<file path="src/rtl/mpu_frame_assembler.sv">
// ----------------------------------------------------------------------------
// mpu_frame_assembler
//
// Turns the byte stream of an MPU-6050 style burst read (ACCEL_XOUT_H ..
// GYRO_ZOUT_L, 14 bytes) into seven signed 16-bit words. Words are assembled
// big-endian into a staging bank. When byte 13 arrives, all seven outputs are
// published in the same edge. A one-cycle DONE state then follows, with
// frame_valid high. A byte that arrives in DONE is already byte 0 of the next
// frame, so back-to-back frames never lose a byte.
//
// A partial frame is discarded, with a one-cycle frame_err pulse, in two
// cases: frame_sync arrives mid-frame, or no byte arrives for GAP_CYCLES
// clocks. Reset discards a partial frame silently.
//
// Optional feature (macro MPU_FRAME_GYRO_OFFSET_EN): gyro bias correction.
// It subtracts gx_off/gy_off/gz_off from the raw gyro words at publish time,
// with the result saturated to 16-bit signed.
//
// Parameters
//   GAP_CYCLES   inter-byte timeout in clk cycles (2 .. 2^20-1)
//
// Ports
//   clk, rst_n            clock, asynchronous active-low reset
//   byte_in[7:0]          received sensor byte
//   byte_valid            one-cycle strobe qualifying byte_in
//   frame_sync            next accepted byte is frame byte 0
//   ax..gz[15:0]          signed words of the last complete frame
//   frame_valid           pulse: word outputs were updated this cycle
//   frame_err             pulse: a partial frame was discarded
//   byte_idx[3:0]         index of the next expected byte (0..13)
//   gx_off..gz_off[15:0]  gyro offsets (only with MPU_FRAME_GYRO_OFFSET_EN)
// ----------------------------------------------------------------------------
module mpu_frame_assembler #(
    parameter int GAP_CYCLES = 50000
) (
    input  logic               clk,
    input  logic               rst_n,
    input  logic [7:0]         byte_in,
    input  logic               byte_valid,
    input  logic               frame_sync,
    output logic signed [15:0] ax,
    output logic signed [15:0] ay,
    output logic signed [15:0] az,
    output logic signed [15:0] temp,
    output logic signed [15:0] gx,
    output logic signed [15:0] gy,
    output logic signed [15:0] gz,
    output logic               frame_valid,
    output logic               frame_err,
    output logic [3:0]         byte_idx
`ifdef MPU_FRAME_GYRO_OFFSET_EN
    ,
    input  logic signed [15:0] gx_off,
    input  logic signed [15:0] gy_off,
    input  logic signed [15:0] gz_off
`endif
);

    localparam int         FRAME_BYTES = 14;
    localparam int         WORDS       = FRAME_BYTES / 2;
    localparam logic [3:0] LAST_IDX    = 4'(FRAME_BYTES - 1);
    // The timer expires on the cycle in which it would reach GAP_CYCLES.
    localparam logic [19:0] GAP_LAST   = 20'(GAP_CYCLES - 1);

    typedef enum logic [1:0] {
        S_IDLE    = 2'd0,
        S_COLLECT = 2'd1,
        S_DONE    = 2'd2
    } state_t;

    state_t             state, state_next;
    logic [3:0]         idx_next;
    logic [19:0]        timer, timer_next;

    logic               accept;     // byte_in is taken this cycle
    logic [3:0]         wr_idx;     // frame position of the accepted byte
    logic               publish;    // byte 13 accepted: load the outputs
    logic               err_pulse;  // partial frame discarded this cycle

    logic [7:0]         shadow;
    logic signed [15:0] staging [WORDS];

    logic signed [15:0] raw_gx, raw_gy, raw_gz;
    logic signed [15:0] gx_pub, gy_pub, gz_pub;

    // ------------------------------------------------------------------------
    // State register
    // ------------------------------------------------------------------------
    // NOTE: registers are updated with non-blocking assignments, so every
    // always_ff block sees pre-edge values regardless of evaluation order.
    always_ff @(posedge clk or negedge rst_n) begin
        if (!rst_n) begin
            state    <= S_IDLE;
            byte_idx <= '0;
            timer    <= '0;
        end else begin
            state    <= state_next;
            byte_idx <= idx_next;
            timer    <= timer_next;
        end
    end

    // ------------------------------------------------------------------------
    // Next-state and control
    // ------------------------------------------------------------------------
    // NOTE: every output of this block gets a default first; a path that
    // leaves one unassigned would infer a latch.
    always_comb begin
        state_next = state;
        idx_next   = byte_idx;
        timer_next = timer;
        accept     = 1'b0;
        wr_idx     = '0;
        publish    = 1'b0;
        err_pulse  = 1'b0;

        unique case (state)
            // DONE behaves like IDLE for the incoming byte. Because it lasts
            // only one cycle, a byte strobed there starts the next frame.
            S_IDLE, S_DONE: begin
                state_next = S_IDLE;
                idx_next   = '0;
                timer_next = '0;
                if (byte_valid) begin
                    accept     = 1'b1;
                    idx_next   = 4'd1;
                    state_next = S_COLLECT;
                end
            end

            S_COLLECT: begin
                if (byte_valid) begin
                    // A byte beats both frame expiry and plain counting.
                    accept     = 1'b1;
                    timer_next = '0;
                    if (frame_sync) begin
                        // Restart: drop the partial frame, byte_in is byte 0.
                        err_pulse = 1'b1;
                        idx_next  = 4'd1;
                    end else if (byte_idx == LAST_IDX) begin
                        wr_idx     = byte_idx;
                        publish    = 1'b1;
                        idx_next   = '0;
                        state_next = S_DONE;
                    end else begin
                        wr_idx   = byte_idx;
                        idx_next = byte_idx + 4'd1;
                    end
                end else if (frame_sync || timer == GAP_LAST) begin
                    err_pulse  = 1'b1;
                    idx_next   = '0;
                    timer_next = '0;
                    state_next = S_IDLE;
                end else begin
                    timer_next = timer + 20'd1;
                end
            end

            default: begin
                state_next = S_IDLE;
                idx_next   = '0;
                timer_next = '0;
            end
        endcase
    end

    // ------------------------------------------------------------------------
    // Publish values. Words 0..5 are already in staging. The last word is
    // still in flight ({shadow, byte_in}), so it bypasses staging. This lets
    // all seven outputs change on the same edge.
    // ------------------------------------------------------------------------
    assign raw_gx = staging[4];
    assign raw_gy = staging[5];
    assign raw_gz = {shadow, byte_in};

`ifdef MPU_FRAME_GYRO_OFFSET_EN
    // 17-bit difference of two 16-bit signed values. When the two top bits
    // disagree, the result has left the 16-bit range, and the sign bit tells
    // which rail to clamp to.
    function automatic logic signed [15:0] sat_sub(
        input logic signed [15:0] a,
        input logic signed [15:0] b
    );
        logic signed [16:0] d;
        d = {a[15], a} - {b[15], b};
        if (d[16] != d[15]) begin
            return d[16] ? 16'sh8000 : 16'sh7FFF;
        end
        return d[15:0];
    endfunction

    assign gx_pub = sat_sub(raw_gx, gx_off);
    assign gy_pub = sat_sub(raw_gy, gy_off);
    assign gz_pub = sat_sub(raw_gz, gz_off);
`else
    assign gx_pub = raw_gx;
    assign gy_pub = raw_gy;
    assign gz_pub = raw_gz;
`endif

    // ------------------------------------------------------------------------
    // Datapath: shadow/staging capture, output words and status pulses
    // ------------------------------------------------------------------------
    always_ff @(posedge clk or negedge rst_n) begin
        if (!rst_n) begin
            shadow <= '0;
            // NOTE: the staging bank is a handful of flops rather than a RAM,
            // so it takes the asynchronous reset like any other register.
            for (int i = 0; i < WORDS; i++) begin
                staging[i] <= '0;
            end
            ax          <= '0;
            ay          <= '0;
            az          <= '0;
            temp        <= '0;
            gx          <= '0;
            gy          <= '0;
            gz          <= '0;
            frame_valid <= 1'b0;
            frame_err   <= 1'b0;
        end else begin
            frame_valid <= publish;
            frame_err   <= err_pulse;

            if (accept) begin
                if (!wr_idx[0]) begin
                    shadow <= byte_in;
                end else begin
                    staging[wr_idx[3:1]] <= {shadow, byte_in};
                end
            end

            if (publish) begin
                ax   <= staging[0];
                ay   <= staging[1];
                az   <= staging[2];
                temp <= staging[3];
                gx   <= gx_pub;
                gy   <= gy_pub;
                gz   <= gz_pub;
            end
        end
    end

endmodule

</file>
<file path="config.mk">
export PLATFORM = sky130hd
export DESIGN_NAME = mpu_frame_assembler
export DESIGN_NICKNAME = d
export VERILOG_FILES = /design/src/rtl/mpu_frame_assembler.sv
export SDC_FILE = /design/constraint.sdc
export NUM_CORES = 1
export LEC_CHECK = 0
export ABC_AREA = 1
export CORE_MARGIN = 2
export CORE_UTILIZATION = 35
export CTS_CLUSTER_DIAMETER = 100
export DETAILED_ROUTE_END_ITERATION = 6
export GPL_TIMING_DRIVEN = 0
export SYNTH_ARGS = -nofsm -noshare
export SYNTH_HDL_FRONTEND = slang
export SYNTH_SLANG_ARGS = --single-unit
</file>
<file path="constraint.sdc">
create_clock -name clk -period 3.8 [get_ports clk]
set_input_delay 0.76 -clock clk [delete_from_list [all_inputs] [get_ports clk]]
set_output_delay 0.76 -clock clk [all_outputs]
set_load 0.05 [all_outputs]
</file>
==> results of run 1 <==
[where the power goes]
part           internal [mW]  switching (mW)
sequential              2.73          0.0790
combinational          0.101           0.241
clock                   1.61            1.01
total                   4.43            1.33
[logic make-up after synthesis]
family	after synthesis	share of synthesized area, %
AND/OR/NAND/NOR	529	22.1
flip-flops	244	64.6
AO/OA/AOI/OAI	129	7.01
buffers and inverters	90	4.64
XOR/XNOR	14	1.30
adder cells (fa/ha/maj)	3	0.397
[per-layer routing]
layer	GRT usage (%)	part of all wire [%]
met4	4.35	2.1
met5	0	0
met2	29.9	48
met1	24.4	45
met3	3.01	4.9
[per-stage QoR]
| step | hold slack [ns] | utilization (%) | power (mW) | TNS, ns | instances |
|---|---|---|---|---|---|
| floorplan | 0.433 | - | 3.02 | 0 | 1009 |
| CTS | 0.204 | 45.4 | 5.83 | 0 | 1528 |
| finish | 0.177 | 45.4 | 5.76 | 0 | 1528 |
| detailed placement | 0.457 | 42.0 | 3.20 | 0 | 1481 |
| global placement | 0.454 | 41.8 | 3.18 | -2069.35 | 1479 |
| global route | 0.214 | 45.4 | 5.98 | 0 | 1528 |
[worst max-delay path by stage]
stage                              end  cells after the start
finish                     byte_idx[1]                      1
floorplan            gz[7]$_DFFE_PN0P_                      8
CTS                        byte_idx[0]                      1
global route               byte_idx[1]                      1
detailed placement   az[7]$_DFFE_PN0P_                     10
global placement    timer[2]$_DFF_PN0_                      1
[cell usage in the layout (no fill, tap or decap), types with 2 or more instances in the layout]
cell type          n
nor3_2             2
bufinv_16          2
clkbuf_8           9
nand4_1            2
buf_4              3
xor2_1            11
o21ai_0           33
clkbuf_1           6
clkdlybuf4s50_1  128
buf_2             35
nand2_1          447
nor3_1             4
nor2_4             3
ha_1               3
o21ai_1           90
nand3_1           22
buf_6              6
dfrtp_1          244
xnor2_1            3
clkinv_2           2
inv_1             41
nand2_2            5
buf_16             2
clkbuf_16         27
nor2_1            39
inv_2              3
[synthesized netlist by cell type, types with 3 or more instances]
master	instances	share of area, %
nand2_1	447	18
dfrtp_1	244	65
o21ai_1	90	4.8
inv_1	41	1.6
nor2_1	39	1.5
buf_2	35	1.9
o21ai_0	33	1.7
nand3_1	22	1.2
xor2_1	11	1.0
buf_6	6	0.71
nand2_2	5	0.33
nor3_1	4	0.21
buf_4	3	0.24
ha_1	3	0.40
inv_2	3	0.12
nor2_4	3	0.36
xnor2_1	3	0.28
[final cells by class]
type	instances	area [um2]	share of cell area, %
buffer	46	274	2.26
inverter	44	165	1.36
multi-input combinational	675	2910	24.0
sequential	244	6110	50.3
clock inverter	5	77.6	0.639
tap	341	427	3.52
timing repair buffer	131	1350	11.1
clock buffer	42	822	6.77
[worst register-to-register path: stages (launching register included)]
cell and delay [ns]:
dfrtp_1 0.51, ha_1 0.20, nand3_1 0.19, nor2_4 0.35, inv_2 0.06, buf_2 0.21, buf_2 0.24, nand2_1 0.09
nand2_1 0.05
==> results.yml, run 1 <==
outcome:
  outcome: "complete, no violations"
finish:
  drive_gt1_share_pct: 8.93
  design_area_mm2: 0.0121
  n_antenna_cell: 0
  fin_nets: 1183
  fill_cells: 2564
  regMostFlops: "staging"
  biggestRegsByFlops: "staging (64), timer (20)"
  largest_reg_flops: 64
  synthToLayoutAreaGrowth_pct: 28.3
grt:
  grt_max_degree: 100
  antenna_found_initial: 0
  grt_overflow_total: 0
  grt_usage_pct: 17.9
  grt_pass1_wl_um: 39700
  grt_pass1_vias: 7083
sta:
  finalHoldViolations: 0
  min_period_ns: 2.67
  worst_pin_slew_ns: 0.590
  min_period_over_period_pct: 70.2
  timing.fmax_mhz: 375
  skew_ns: 0.00889
  worst_slack_ns: 1.13
  finalSetupViolations: 0
  slew_viol_final: 0
  rsz0062_at_grt: "no"
  relSlewSlack_pct: 60.5
placed_design:
  pre_cts_ws_ns: 0.990
  gp_congestion: 0.842
  place_hpwl_um: 16900
  io_buffers: 129
  placed_cell_area_mm2: 0.0112
run:
  maxCapViolCount: 0
power:
  ir_worst_vdd_mv: 0.268
  p_leak_nw: 5.94
  pwr_density_cell_mw_per_mm2: 475
drt:
  vias_per_cell: 4.68
  first_pass_iters: 5
  remaining_drc_errors: 0
  drtAntennaViolNets: 0
  drt-initial-drc-count: 607
  post_drt_wl_per_cell_um: 16.2
  routed_wl_um: 24800
  vias: 7144
clock_network:
  cts-resized-gates: 0
  clock-root-buffer: "clkbuf_16"
  numCtsBuffers: 26
  cts_hold_buf: 0
  clock_latency_ns: 0.53
  clkSinkCount: 244
  tritoncts: "built"
  post_cts_buffers: 0
  cts_max_level: 1
  clockBufferDepth: 3
  clk_pin_slew_worst_paths_ns: 0.06
critical_path:
  cp_slowest_cell: "clkdlybuf4s50_1"
  slowest_delay_ns: 0.88
  critPathTopFamily: "buffers and inverters"
  r2r_slack_ns: 1.78
  required_ns: 3.04
  cp.arrival_ns: 1.91
  r2r_end: "az[11]$_DFFE_PN0P_"
  critPathKind: "reg -> out"
  start_kind: "register"
  rr_worst_depth: 8
  path_cells: "clkdlybuf4s50_1"
  crit_start: "byte_idx[1]$_DFFE_PN0P_"
  crit_buf_inv: 1
  rr_startpoint: "byte_idx[0]$_DFFE_PN0P_"
  cp_max_fo: 6
  critPathCaptureType: "output port"
floorplanning:
  io-pin-count: 130
  die_area_mm2: 0.0284
  start_util_pct: 35.4
  fp.dieH_um: 168
  die_w_um: 168
  coreArea_mm2: 0.0267
  rows: 60
synth:
  synth_area_mm2: 0.00946
  synth-seq-cells: 244
  netlist-cell-type-count: 32
  synthArstFlopShare_pct: 100
  synth-main-ff-cell: "dfrtp_1"
  post_synth.cell_area_avg_um2: 9.37
  synthesis.nets: 1024
  synth_seq_area_share_pct: 64.6
  ys_warn_count: 0
  synth_edf_count: 0
  syn_inst: 1009
worst_hold_path:
  hold_class: "in -> async"
No activity file was read; power rests on OpenSTA's default activity.
==> run 2: changes to the inputs <==
==> constraint.sdc (replaced) <==
create_clock -name clk -period 2.76 [get_ports clk]
set_input_delay 0.552 -clock clk [delete_from_list [all_inputs] [get_ports clk]]
set_output_delay 0.552 -clock clk [all_outputs]
set_load 0.05 [all_outputs]
==> run 2 against run 1 <==
Net effect:
- cell area about the same
- total power increased by 38%
- largest power group unchanged
- cell count barely moved
- clock power increased by 38%
- count of clock-buffer cells in the layout stayed put
==> results.yml, run 2 (synthesis results as in run 1) <==
finish:
  biggestRegsByFlops: "staging (64), timer (20)"
  regMostFlops: "staging"
  seqCellArea_mm2: 0.00611
  largest_reg_flops: 64
  n_antenna_cell: 0
  synthToLayoutAreaGrowth_pct: 28.4
  multi_input_area_mm2: 0.00291
  design_area_mm2: 0.0121
  final_cell_mix: "nand2_1, dfrtp_1, clkdlybuf4s50_1"
  fin_nets: 1184
  final_common_cell: "nand2_1"
  fill_cells: 2563
  drive_gt1_share_pct: 8.92
sta:
  worst_pin_slew_ns: 0.599
  setup_tns_ns: 0
  skew_ns: 0.00727
  worst_slack_ns: 0.306
  min_period_over_period_pct: 88.9
  relSlewSlack_pct: 59.9
  finalHoldViolations: 0
  rsz0062_at_grt: "no"
  slew_viol_final: 0
  finalSetupViolations: 0
  timing.fmax_mhz: 407
  min_period_ns: 2.45
critical_path:
  rr_worst_depth: 8
  critPathCaptureType: "output port"
  crit_buf_inv: 1
  endpoint: "byte_idx[1]"
  cp_max_fo: 6
  cp_slowest_cell: "clkdlybuf4s50_1"
  crit_start: "byte_idx[1]$_DFFE_PN0P_"
  rr_startpoint: "byte_idx[0]$_DFFE_PN0P_"
  critPathTopFamily: "buffers and inverters"
  cp.arrival_ns: 1.90
  path_cells: "clkdlybuf4s50_1"
  start_kind: "register"
  slowest_delay_ns: 0.88
  crit_cells: 1
  critPathKind: "reg -> out"
  r2r_slack_ns: 0.73
  required_ns: 2.21
  r2r_end: "az[11]$_DFFE_PN0P_"
placed_design:
  placed_cell_area_mm2: 0.0112
  pre_cts_ws_ns: 0.158
  gp_congestion: 0.842
  place_hpwl_um: 16900
  io_buffers: 129
power:
  ir_worst_vdd_mv: 0.369
  finalPower_mw: 7.94
  p_leak_nw: 5.95
  pwr_density_cell_mw_per_mm2: 653
floorplanning:
  coreArea_mm2: 0.0267
  fp.dieH_um: 168
  start_util_pct: 35.4
  die_area_mm2: 0.0284
  io-pin-count: 130
  rows: 60
  die_w_um: 168
drt:
  vias_per_cell: 4.69
  post_drt_wl_per_cell_um: 16.2
  routed_wl_um: 24800
  drtAntennaViolNets: 0
  vias: 7169
  remaining_drc_errors: 0
  highest_layer: "met4"
  routedLengthMet1_um: 11000
  drt-initial-drc-count: 568
  met3_length_um: 1250
  met2_length_um: 12100
  first_pass_iters: 5
clock_network:
  tritoncts: "built"
  clk_pin_slew_worst_paths_ns: 0.06
  clockBufferDepth: 3
  clock-root-buffer: "clkbuf_16"
  clkSinkCount: 244
  clock_latency_ns: 0.53
  cts_max_level: 1
  numCtsBuffers: 26
  post_cts_buffers: 0
run:
  maxCapViolCount: 0
grt:
  grt_pass1_wl_um: 39700
  grt_overflow_total: 0
  grt_usage_pct: 17.9
  grt_max_degree: 100
  grt_pass1_vias: 7093
  antenna_found_initial: 0
outcome:
  outcome: "complete, no violations"
worst_hold_path:
  hold_class: "reg -> reg"
## run 2: cell count changes in the layout (fill, tap and decap cells not counted), sizes merged
cell / change
dlygate4sd3: +1
## run 2: layout make-up
| type | instances | area share, % |
|---|---|---|
| multi-input cells | 675 | 24.0 |
| plain buffers | 46 | 2.26 |
| clock buffers | 42 | 6.77 |
| flip-flops and latches | 244 | 50.3 |
| inverters | 44 | 1.36 |
| repair buffers | 132 | 11.2 |
| clock inverters | 5 | 0.639 |
| well taps | 341 | 3.51 |
## run 2: timing repair
| action | in CTS | in global routing |
|---|---|---|
| gates resized for setup | 0 | 0 |
| endpoints found under the hold margin | 3 | 0 |
| hold buffers | 1 | 0 |
## run 2: power breakdown
part / leakage (nW) / internal (mW) / switching (mW)
Combinational: 2.14 / 0.140 / 0.333
Sequential: 3.36 / 3.76 / 0.108
Clock: 0.441 / 2.21 / 1.39
Total: 5.95 / 6.11 / 1.83
## run 2: per-layer routing
layer  global-route usage [%]  up-vias
met5                        0        -
met4                     4.35        0
met3                     3.01       43
met2                     30.0      173
met1                     24.5     3459
li1                         -     3494
## run 2: worst min path at each step
| stage | start | end | cells past startpoint |
|---|---|---|---|
| floorplan | rst_n | ax[0]$_DFFE_PN0P_ | 0 |
| global placement | az[11]$_DFFE_PN0P_ | az[11]$_DFFE_PN0P_ | 2 |
| detailed placement | temp[5]$_DFFE_PN0P_ | temp[5]$_DFFE_PN0P_ | 2 |
| CTS | gx[5]$_DFFE_PN0P_ | gx[5]$_DFFE_PN0P_ | 2 |
| global route | ax[8]$_DFFE_PN0P_ | ax[8]$_DFFE_PN0P_ | 2 |
| finish | az[0]$_DFFE_PN0P_ | az[0]$_DFFE_PN0P_ | 2 |
## run 2: metrics by stage
stage	hold slack [ns]	util, %	std cells
final	0.468	45.4	1529
after global routing	0.487	45.4	1529
after CTS	0.473	45.4	1529
after detailed placement	0.457	42.0	1481
after global placement	0.454	41.8	1479
after floorplan	0.256	-	1009
